===== src/rtl/ld_seq.sv =====
// Extended data register (W data + X extension bits) with load muxing and a
// one-bit-per-cycle shift sequencer. Optional sticky bit: LD_SEQ_STICKY_EN.
module ld_seq #(
    parameter int unsigned W    = 8,
    parameter int unsigned X    = 2,
    parameter int unsigned CNTW = 4
) (
    input  logic              clk_sys,
    input  logic              _rst,
    input  logic              clr,
    input  logic              l_d,
    input  logic [1:0]        src,
    input  logic [W-1:0]      sum,
    input  logic [X-1:0]      sum_x,
    input  logic [W-1:0]      w,
    input  logic              sh_start,
    input  logic              sh_dir,
    input  logic [CNTW-1:0]   sh_cnt,
    output logic [X+W-1:0]    d,
    output logic              busy,
    output logic              done,
    output logic              ovf,
    output logic              s
);

    localparam int unsigned DW = X + W;

    typedef enum logic [1:0] {
        IDLE  = 2'd0,
        SHIFT = 2'd1,
        DONE  = 2'd2
    } state_t;

    state_t          state, state_nxt;
    logic [DW-1:0]   d_nxt;
    logic [DW-1:0]   load_val;
    logic [CNTW-1:0] rem, rem_nxt;
    logic            dir, dir_nxt;
    logic            ovf_nxt;
`ifdef LD_SEQ_STICKY_EN
    logic            sticky, sticky_nxt;
`endif

    // Load source mux
    always_comb begin
        load_val = '0;
        case (src)
            2'd0:    load_val = {sum_x, sum};
            2'd1:    load_val = {{X{w[W-1]}}, w};
            2'd2:    load_val = {{X{1'b0}}, w};
            default: load_val = '0;
        endcase
    end

    // Next-state and datapath: clr > l_d > sh_start > shift step
    always_comb begin
        state_nxt = state;
        d_nxt     = d;
        rem_nxt   = rem;
        dir_nxt   = dir;
        ovf_nxt   = ovf;
`ifdef LD_SEQ_STICKY_EN
        sticky_nxt = sticky;
`endif
        if (clr) begin
            state_nxt = IDLE;
            d_nxt     = '0;
            rem_nxt   = '0;
            dir_nxt   = 1'b0;
            ovf_nxt   = 1'b0;
`ifdef LD_SEQ_STICKY_EN
            sticky_nxt = 1'b0;
`endif
        end else if (l_d) begin
            state_nxt = IDLE;
            d_nxt     = load_val;
            rem_nxt   = '0;
            ovf_nxt   = 1'b0;
`ifdef LD_SEQ_STICKY_EN
            sticky_nxt = 1'b0;
`endif
        end else begin
            case (state)
                IDLE: begin
                    if (sh_start) begin
                        dir_nxt   = sh_dir;
                        rem_nxt   = sh_cnt;
                        ovf_nxt   = 1'b0;
`ifdef LD_SEQ_STICKY_EN
                        sticky_nxt = 1'b0;
`endif
                        state_nxt = (sh_cnt != '0) ? SHIFT : DONE;
                    end
                end
                SHIFT: begin
                    if (dir) begin
                        d_nxt = {d[DW-1], d[DW-1:1]};
`ifdef LD_SEQ_STICKY_EN
                        if (d[0]) sticky_nxt = 1'b1;
`endif
                    end else begin
                        d_nxt = {d[DW-2:0], 1'b0};
                        if (d[DW-1] != d[DW-2]) ovf_nxt = 1'b1;
                    end
                    rem_nxt = rem - CNTW'(1);
                    if (rem == CNTW'(1)) state_nxt = DONE;
                end
                DONE:    state_nxt = IDLE;
                default: state_nxt = IDLE;
            endcase
        end
    end

    // State and registered outputs; busy/done mirror the next state
    always_ff @(posedge clk_sys or negedge _rst) begin
        if (!_rst) begin
            state <= IDLE;
            d     <= '0;
            rem   <= '0;
            dir   <= 1'b0;
            ovf   <= 1'b0;
            busy  <= 1'b0;
            done  <= 1'b0;
`ifdef LD_SEQ_STICKY_EN
            sticky <= 1'b0;
`endif
        end else begin
            state <= state_nxt;
            d     <= d_nxt;
            rem   <= rem_nxt;
            dir   <= dir_nxt;
            ovf   <= ovf_nxt;
            busy  <= (state_nxt == SHIFT);
            done  <= (state_nxt == DONE);
`ifdef LD_SEQ_STICKY_EN
            sticky <= sticky_nxt;
`endif
        end
    end

`ifdef LD_SEQ_STICKY_EN
    assign s = sticky;
`else
    assign s = 1'b0;
`endif

endmodule

===== config.mk =====
export PLATFORM = sky130hd
export DESIGN_NAME = ld_seq
export DESIGN_NICKNAME = d
export VERILOG_FILES = /design/src/rtl/ld_seq.sv
export SDC_FILE = /design/constraint.sdc
export NUM_CORES = 1
export LEC_CHECK = 0
export BUFFER_PORTS_ARGS = -buffer_cell sky130_fd_sc_hd__buf_2
export CAP_MARGIN = 20
export CORE_ASPECT_RATIO = 0.7
export CORE_MARGIN = 5
export CORE_UTILIZATION = 54
export CTS_CLUSTER_SIZE = 14
export DETAILED_ROUTE_END_ITERATION = 6
export HOLD_SLACK_MARGIN = 0.03
export PLACE_DENSITY = 0.84
export REMOVE_ABC_BUFFERS = 1
export SYNTH_ARGS = -nofsm -noshare
export SYNTH_HDL_FRONTEND = slang
export SYNTH_SLANG_ARGS = --single-unit

===== constraint.sdc =====
create_clock -name clk_sys -period 2.1 [get_ports clk_sys]
set_clock_uncertainty 0.05 [all_clocks]
set_input_delay 0.21 -clock clk_sys [delete_from_list [all_inputs] [get_ports clk_sys]]
set_output_delay 0.21 -clock clk_sys [all_outputs]
set_load 0.02 [all_outputs]

==> out/qor.yml, run 1 <==
global_route:
  grt_max_degree: 22
  grt_pass1_wl_um: 5690
  track_usage_pct: 19.6
  grt_pass1_vias: 1208
  overflow: 0
  antenna_found_initial: 0
clock_tree:
  cts_setup_buffers: 0
  ctsResizeCount: 0
  clk_latency_ps: 260
  cts_tree: "yes"
  cts_sinks: 20
  cts_max_level: 1
  cts_buffers: 3
  cts-root-buf: "clkbuf_8"
  cts.path.max_buffers: 2
  hold_buffers: 1
  cts.clk_slew.worst_paths_ps: 80
routing:
  drt_iter0_markers: 85
  drc: 0
  routed_wl_um: 3530
  viasPerCell: 5.84
  post_drt_wl_per_cell_um: 15.8
  num_vias: 1303
  ant_nets: 0
  drt_pre_antenna_iters: 4
place:
  dp.cells: 218
  portBuffers: 42
  routabilityCongestion: 0.787
  dp_hpwl_um: 2680
timing:
  fin_crit_ps: 1530
  worst_slew_pin_slew_ps: 730
  final-setup-viol-count: 0
  hold-worst-slack_ps: 138
  slew_headroom_pct: 51.3
  rsz0062_at_grt: "no"
  max_freq_ghz: 0.654
  drv_slew: 0
  final.period_utilization_pct: 72.8
  timing.setup.tns_ps: 0
  final_hold_viol_count: 0
setup_path:
  r2r-end: "d[1]$_DFFE_PN0P_"
  cp_max_fo: 21
  end_kind: "flip-flop"
  ff2ff_path_depth: 4
  r2r_start: "state[1]$_DFF_PN0_"
  cp-start-kind: "flip-flop"
  r2r_setup_slack_ps: 570
  required_ps: 2230
  critical_path_class: "flip-flop to flip-flop"
  crit_arrival_ps: 1660
synthesis:
  syn_area_per_cell_um2: 8.81
  synth_top_cell_area_share_pct: 36.2
  synth-seq-cells: 20
  yosysMostFrequentCell: "dfrtp_1"
  yosysSeqAreaShare_pct: 36.2
  synth_top_area_cell: "dfrtp_1"
  synth_common_cells: "dfrtp_1, mux2i_1, a21oi_1, nor2_1, nand2_1"
  synth_ff_type: "dfrtp_1"
  synth_async_sr_flop_share_pct: 100
  synth-warning-count: 0
  synth_cells: 157
  syn-cell-area_um2: 1380
  synth-edff-count: 0
  ys_types: 40
  ys_top_cells_by_area: "dfrtp_1, mux2i_1, a21oi_1"
finish:
  finalNetCount: 222
  final_util_pct: 65.7
  regArea_um2: 500
  syn2layout_area_growth_pct: 16.8
  fillers: 212
  layoutNonFillerInstCount: 223
  antenna_cells: 0
  layout-drive-gt1-share_pct: 25.9
  multiInputGateArea_um2: 790
power:
  vdd_ir_drop_max_uv: 581
  power.leakage_nw: 0.735
  pwr-share-seq_pct: 45.8
  power_density_nw_per_um2: 586
  pwr-share-clk_pct: 31.2
  switching_power_mw: 0.280
  pwr-share-comb_pct: 23.0
  sw_frac_of_total_pct: 29.6
  p_int_mw: 0.666
hold_path:
  holdPathStages: 3
  hp-start: "sh_dir"
  holdPathEnd: "dir$_DFFE_PN0P_"
  hold_class: "primary input to flip-flop"
floorplanning:
  io_pins: 44
  coreArea_um2: 2460
  die_w_um: 70.5
  die_h_um: 52.3
  start_util_pct: 56.2
  rows: 15
  dieArea_um2: 3690
job:
  max_cap_viol_count: 0
run_status:
  status: "completed"
==> stage by stage <==
stage / power (mW) / instance area (um^2) / setup WS [ps]
floorplan: 0.558 / 1300 / 786
CTS: 0.945 / 1620 / 585
detailed placement: 0.653 / 1550 / 566
global route: 0.991 / 1620 / 488
finish: 0.946 / 1620 / 571
global placement: 0.641 / 1550 / 619
==> layout by cell type (no fill, tap or decap) <==
| cell type | instances |
|---|---|
| xor2_1 | 1 |
| ha_1 | 2 |
| nand3b_1 | 8 |
| nand3_1 | 1 |
| nand2_1 | 12 |
| nand2b_1 | 3 |
| and3_1 | 1 |
| nor3b_1 | 2 |
| a211oi_1 | 4 |
| nor2b_1 | 1 |
| nor4bb_1 | 1 |
| nor4_1 | 1 |
| o31a_1 | 1 |
| nor2_1 | 14 |
| o21ai_0 | 9 |
| a22oi_1 | 1 |
| or2_2 | 1 |
| dfrtp_1 | 20 |
| nor3_1 | 5 |
| o21ba_2 | 1 |
| o32a_1 | 1 |
| and2b_4 | 1 |
| conb_1 | 1 |
| clkbuf_8 | 4 |
| a2bb2oi_1 | 1 |
| o22ai_1 | 2 |
| a211o_1 | 7 |
| dlygate4sd3_1 | 1 |
| and2_1 | 1 |
| inv_1 | 2 |
| o211ai_1 | 1 |
| o21ai_1 | 1 |
| o21bai_1 | 1 |
| xnor2_1 | 1 |
| a21oi_1 | 14 |
| or2_0 | 1 |
| buf_2 | 42 |
| mux2i_1 | 18 |
==> routing by layer <==
metal | GRT usage [%] | up-vias | part of all wire (%)
met5 | 0 | - | 0
li1 | - | 626 | -
met1 | 25.2 | 607 | 41
met3 | 5.56 | 8 | 7.4
met2 | 33.7 | 62 | 50
met4 | 2.87 | 0 | 1.1
==> worst max-delay path by stage <==
| stage | slack (ps) | cells after the start | start | to |
|---|---|---|---|---|
| floorplan | 790 | 4 | state[1]$_DFF_PN0_ | d[2]$_DFFE_PN0P_ |
| detailed placement | 570 | 4 | l_d | d[8]$_DFFE_PN0P_ |
| global placement | 620 | 4 | l_d | d[8]$_DFFE_PN0P_ |
| finish | 570 | 4 | state[1]$_DFF_PN0_ | d[1]$_DFFE_PN0P_ |
| global route | 490 | 4 | state[1]$_DFF_PN0_ | d[1]$_DFFE_PN0P_ |
| CTS | 580 | 4 | state[1]$_DFF_PN0_ | d[1]$_DFFE_PN0P_ |
==> worst max-delay path, cell delays in order, from the launching register on <==
cell and delay [ps]:
dfrtp_1 450, and2b_4 430, nor2_1 80, a211o_1 280, a21oi_1 160
==> cell families after synthesis <==
group | synth area share, %
adders and majority gates | 1.81
DFF | 36.2
other | 0.271
AOI/OAI and AO/OA | 20.5
xor gates and xnor gates | 1.27
and+or+nand+nor | 20.2
muxes | 13.0
buffers and inverters | 6.70
==> final cells by class <==
| class | count | area share [%] |
|---|---|---|
| Multi-Input combinational cell | 120 | 48.9 |
| Timing Repair Buffer | 43 | 13.6 |
| Clock buffer | 4 | 3.41 |
| Inverter | 2 | 0.465 |
| Sequential cell | 20 | 31.0 |
| Tap cell | 34 | 2.63 |
==> power by group through the flow <==
stage	Clock, mW	Combinational, mW	Sequential, mW
CTS	0.296	0.217	0.432
global placement	0	0.204	0.437
finish	0.295	0.218	0.433
floorplan	0	0.107	0.451
global route	0.314	0.240	0.437
detailed placement	0	0.214	0.439
==> registers in the layout, summed over array words and instances (netlist names) <==
name	flops
rem	4
done	1
dir	1
d	10
ovf	1
state	2
busy	1
(Power assumes the default switching activity.)
==> inputs of run 2 (changes only) <==
- CORE_UTILIZATION: 54 -> 45
- PLACE_DENSITY: 0.84 -> 0.75
- clock period: 2.1 -> 1.35 ns (I/O delays scaled with it)
==> run 2 against run 1 <==
  * The run now ends with negative setup slack left
  * First-iteration DRC count up 41%
  * Sequential cell count unchanged
  * Fmax up 13%
  * Clock power up 58%
  * Die area up 17%
  * Sequential share of layout area down 4.1 points
  * Critical path depth unchanged
  * Combinational power up 98%
  * Hold slack worse by 87 ps
  * Sequential power up 54%
  * Highest routed layer unchanged
==> out/qor.yml, run 2 (synthesized netlist as in run 1, its figures left out) <==
run_status:
  status: "finished with violations"
  violations: "negative setup slack"
finish:
  final_util_pct: 65.3  # -0.40 points
  final_cell_mix: "buf_2, mux2i_1, dfrtp_1, nor2_1"
  antenna_cells: 0  # unchanged
  syn2layout_area_growth_pct: 35.2
  final_common_cell: "buf_2"
  regMostFlops: "d"
  layout-drive-gt1-share_pct: 41.7  # +16 points
  largest_reg_flops: 10  # unchanged
  finalNetCount: 239  # +7.7%
  reg_top3: "d (10), rem (4), state (2)"
power:
  power_density_nw_per_um2: 835  # +43%
  power.leakage_nw: 0.848  # +15%
  fin_total_pwr_mw: 1.56  # +65%
  vdd_ir_drop_max_uv: 576  # -0.86%
routing:
  ant_nets: 0  # unchanged
  viasPerCell: 5.82  # -0.43%
  num_vias: 1408  # +8.1%
  routed_wl_um: 4030  # +14%
  drt_pre_antenna_iters: 4  # unchanged
  drt_iter0_markers: 120  # +41%
  post_drt_wl_per_cell_um: 16.6  # +5.3%
  drc: 0  # unchanged
global_route:
  grt_pass1_vias: 1408  # +17%
  track_usage_pct: 18.1  # -1.6 points
  grt_max_degree: 21  # -4.5%
  grt_pass1_wl_um: 6440  # +13%
  overflow: 0  # unchanged
  antenna_found_initial: 0  # unchanged
clock_tree:
  cts_sinks: 20  # unchanged
  cts.clk_slew.worst_paths_ps: 80  # about the same
  cts-root-buf: "clkbuf_8"
  cts.path.max_buffers: 2  # unchanged
  cts_buffers: 3  # unchanged
  cts_max_level: 1  # unchanged
  cts_tree: "yes"
  clk_latency_ps: 260  # about the same
setup_path:
  r2r_setup_slack_ps: -6  # -580 ps
  path_depth: 4  # unchanged
  cp_max_fo: 5  # -76%
  r2r-end: "rem[0]$_DFFE_PN0P_"
  slowest_delay_ps: 450  # about the same
  r2r_start: "state[0]$_DFF_PN0_"
  end_kind: "flip-flop"
  ff2ff_path_depth: 4  # unchanged
  critical_path_class: "flip-flop to flip-flop"
  crit_chain: "buf_4 > o21ba_4 > a211oi_2 > nor3_1"
  cp-start-kind: "flip-flop"
  critical-path-top-delay-family: "compound AO/OA/AOI/OAI gates"
  required_ps: 1440  # -790 ps
  crit_path_top_delay_cell: "dfrtp_2"
  crit_buf_inv: 1  # +1
  crit_arrival_ps: 1440  # -220 ps
timing:
  final_hold_viol_count: 0  # unchanged
  timing.setup.tns_ps: -6.18  # -6.18 ps
  final.period_utilization_pct: 100  # +28 points
  fin_crit_ps: 1360  # -173 ps
  final-setup-viol-count: 1  # +1
  max_freq_ghz: 0.737  # +13%
  worst_slack_ps: -6.18  # -577 ps
  drv_slew: 0  # unchanged
  hold-worst-slack_ps: 50.8  # -87.4 ps
  rsz0062_at_grt: "yes"
floorplanning:
  die_w_um: 76.3  # +8.2%
  coreArea_um2: 2860  # +16%
  start_util_pct: 48.3  # -7.9 points
  rows: 16  # +1
  dieArea_um2: 4300  # +17%
  die_h_um: 56.4  # +7.7%
  io_pins: 44  # unchanged
place:
  routabilityCongestion: 0.888  # +13%
  place_ws_ps: -43.0  # -609 ps
  dp_hpwl_um: 2890  # +8.0%
  portBuffers: 42  # unchanged
job:
  max_cap_viol_count: 0  # unchanged
hold_path:
  holdPathStages: 2  # -1
  hp-start: "clr"
  hold_class: "primary input to flip-flop"
  holdPathEnd: "d[5]$_DFFE_PN0P_"
## run 2: worst reg2reg max path, stage by stage, from the launching register on
cell and delay (ps):
dfrtp_2 450, buf_4 170, o21ba_4 240, a211oi_2 240
nor3_1 80
## run 2: cell type report
| cell class | instances | area [um^2] |
|---|---|---|
| clock buffer | 4 | 55.1 |
| inverter | 2 | 7.51 |
| sequential | 20 | 503 |
| multi-input combinational | 121 | 895 |
| tap | 36 | 45.0 |
| fill | 230 | 993 |
| timing repair buffer | 59 | 364 |
## run 2: power by group
| part | switching [mW] | internal, mW |
|---|---|---|
| sequential | 0.0358 | 0.630 |
| clock | 0.205 | 0.260 |
| combinational | 0.232 | 0.199 |
| total | 0.472 | 1.09 |
## run 2: how the worst max path moves through the flow
stage / from / endpoint / slack (ps)
6_report: state[0]$_DFF_PN0_ / rem[0]$_DFFE_PN0P_ / -6
3_5_place_dp: state[1]$_DFF_PN0_ / d[7]$_DFFE_PN0P_ / -40
4_1_cts: state[1]$_DFF_PN0_ / d[1]$_DFFE_PN0P_ / -0.6
5_1_grt: state[1]$_DFF_PN0_ / rem[0]$_DFFE_PN0P_ / -70
3_3_place_gp: state[1]$_DFF_PN0_ / d[7]$_DFFE_PN0P_ / 50
2_1_floorplan: state[1]$_DFF_PN0_ / d[2]$_DFFE_PN0P_ / 40
## run 2: per-layer routing
metal	track usage, %	share of wire (%)
met5	0	0
met4	4.24	0.77
met3	5.11	5.7
met2	30.7	52
met1	22.7	41
## run 2: through the flow
stage               cell area (um^2)  cells
global route                    1870    242
global placement                1660    232
detailed placement              1660    232
CTS                             1760    240
floorplan                       1300    142
finish                          1870    242
## run 2: timing repair
action | in CTS | in global routing
endpoints found under the hold margin | 20 | 0
setup endpoints to repair | 7 | 16
gates cloned | 0 | 1
gates resized for setup | 4 | 25
pin swaps | 0 | 12
hold buffers | 1 | 0
buffers inserted | 3 | 1
==> inputs of run 3 (changes only) <==
- clock period: 1.35 -> 1.13 ns (I/O delays scaled with it)
==> run 3 against run 2 <==
  * The run still ends with negative setup slack left
  * Final cell count rose by 3.7%
  * Clock power increased by 3%
  * Final area rose by 8.2%
  * Sequential share of layout area is 2.0 points lower
  * First-iteration DRC count is 24% higher
  * Combinational power up 38%
  * Global-route usage increased by 2.2 points
  * Critical endpoint is now d[4]$_DFFE_PN0P_
  * Setup slack got worse by 280 ps
  * Non-clock buffer count grew 10
  * Critical path depth unchanged
==> out/qor.yml, run 3 (synthesized netlist as in run 1, its figures left out) <==
place:
  portBuffers: 42  # unchanged
  dp_hpwl_um: 2930  # +1.3%
  routabilityCongestion: 0.907  # +2.2%
routing:
  num_vias: 1505  # +6.9%
  post_drt_wl_per_cell_um: 18.7  # +12%
  drt_pre_antenna_iters: 4  # unchanged
  routed_wl_um: 4700  # +17%
  drt_iter0_markers: 149  # +24%
  drc: 0  # unchanged
  viasPerCell: 6.00  # +3.1%
  ant_nets: 0  # unchanged
floorplanning:
  io_pins: 44  # unchanged
  die_h_um: 56.4  # unchanged
  rows: 16  # unchanged
  dieArea_um2: 4300  # unchanged
  start_util_pct: 48.3  # unchanged
  coreArea_um2: 2860  # unchanged
  die_w_um: 76.3  # unchanged
finish:
  final_util_pct: 70.6  # +5.3 points
  regArea_um2: 503  # unchanged
  antenna_cells: 0  # unchanged
  regMostFlops: "d"
  final_cell_mix: "buf_2, buf_4, mux2i_1, dfrtp_1, nor2_1"
  layout-drive-gt1-share_pct: 49.3  # +7.6 points
  final_common_cell: "buf_2"
  finalNetCount: 249  # +4.2%
  largest_reg_flops: 10  # unchanged
  fillers: 184  # -20%
  syn2layout_area_growth_pct: 46.2
  multiInputGateArea_um2: 975  # +9.0%
  reg_top3: "d (10), rem (4), state (2)"
clock_tree:
  cts_max_level: 1  # unchanged
  cts.path.max_buffers: 2  # unchanged
  cts.clk_slew.worst_paths_ps: 70  # about the same
  cts_buffers: 3  # unchanged
  cts_tree: "yes"
  cts-root-buf: "clkbuf_8"
  cts_sinks: 20  # unchanged
  clk_latency_ps: 260  # about the same
setup_path:
  crit_chain: "and2b_4 > nor2_1 > a211o_1 > a21oi_1"
  crit_buf_inv: 0  # -1
  slowest_delay_ps: 460  # about the same
  crit_path_top_delay_cell: "dfrtp_2"
  critical-path-top-delay-family: "flip-flops"
  crit_arrival_ps: 1540  # +100 ps
  critical_path_class: "flip-flop to flip-flop"
  required_ps: 1260  # -180 ps
  end_kind: "flip-flop"
  cp_max_fo: 8  # +3
  cp-start-kind: "flip-flop"
timing:
  rsz0062_at_grt: "yes"
  max_freq_ghz: 0.706  # -4.2%
  worst_slack_ps: -286  # -279 ps
  slew_headroom_pct: 67.2
  worst_slew_pin_slew_ps: 488
  final.period_utilization_pct: 125  # +25 points
  drv_slew: 0  # unchanged
  timing.setup.tns_ps: -3060  # -3050 ps
  fin_crit_ps: 1420  # +59.4 ps
  final_hold_viol_count: 0  # unchanged
  final-setup-viol-count: 20  # +19
hold_path:
  hold_class: "primary input to flip-flop"
power:
  vdd_ir_drop_max_uv: 698  # +21%
  power_density_nw_per_um2: 926  # +11%
  power.leakage_nw: 0.907  # +7.0%
global_route:
  overflow: 0  # unchanged
  grt_pass1_vias: 1471  # +4.5%
  track_usage_pct: 20.3  # +2.2 points
  antenna_found_initial: 0  # unchanged
  grt_max_degree: 21  # unchanged
  grt_pass1_wl_um: 7040  # +9.3%
run_status:
  status: "finished with violations"
  violations: "negative setup slack"
job:
  max_cap_viol_count: 0  # unchanged
[run 3: cell types whose count changed in the layout (fill, tap and decap cells not counted), moves of 2 or more]
cell / previous run / this run
nor2_1: 14 / 12
a211oi_1: 3 / 1
nor3_2: 3 / 1
a211oi_2: 1 / 3
buf_6: 3 / 6
nor3_4: 0 / 2
buf_4: 12 / 19
nor2_2: 0 / 2
[run 3: routing by layer]
layer  vias to the layer above  global-route usage (%)  wire (um)
li1                        678                       -          -
met1                       719                    23.6       1790
met2                        85                    35.4       2370
met3                        23                    6.23        360
met4                         0                    7.23        172
met5                         -                       0          0
[run 3: through the flow]
step / total power [mW] / worst slack [ps] / std cells / hold slack [ps] / area [um^2]
2_1_floorplan: 1.04 / -184 / 142 / -233 / 1300
3_3_place_gp: 1.25 / -216 / 240 / 38.5 / 1720
3_5_place_dp: 1.28 / -299 / 240 / 40.2 / 1720
4_1_cts: 1.78 / -235 / 249 / 71.6 / 1900
5_1_grt: 1.94 / -319 / 251 / 103 / 2020
6_report: 1.87 / -286 / 251 / 78.7 / 2020
[run 3: worst paths after layout]
kind	endpoint	slack (ps)	depth (start not counted)	start
max in group asynchronous	state[1]$_DFF_PN0_	390	2	_rst
worst min register to register	ovf$_DFFE_PN0P_	520	2	ovf$_DFFE_PN0P_
worst min-delay path	dir$_DFFE_PN0P_	80	3	sh_dir
worst max-delay path	d[4]$_DFFE_PN0P_	-290	4	state[1]$_DFF_PN0_
worst max register to register	d[4]$_DFFE_PN0P_	-290	4	state[1]$_DFF_PN0_
min in group asynchronous	rem[2]$_DFFE_PN0P_	280	2	_rst
[run 3: area by class of cell]
type,count,share of cell area [%]
Clock buffer,3,2.04
Inverter,2,0.371
Multi-Input combinational cell,121,48.2
Sequential cell,20,24.9
Tap cell,36,2.23
Timing Repair Buffer,69,22.3
[run 3: timing repair]
item / CTS / global route
buffers inserted: 7 / 2
pin swaps: 12 / 22
hold buffers: 1 / 0
cloned: 1 / 0
gates resized for setup: 23 / 26
hold endpoints to repair: 20 / 0
endpoints found under the setup margin: 20 / 20
[run 3: power breakdown]
| part | switching, mW | internal, mW | leakage (nW) | total (mW) |
|---|---|---|---|---|
| combinational | 0.314 | 0.278 | 0.619 | 0.593 |
| sequential | 0.0496 | 0.753 | 0.267 | 0.803 |
| clock | 0.239 | 0.238 | 0.0216 | 0.477 |
| total | 0.603 | 1.27 | 0.907 | 1.87 |
[run 3: tightest hold or removal path, cell delays in order]
cell and delay (ps):
buf_2 70, mux2i_1 60, nor2_1 100
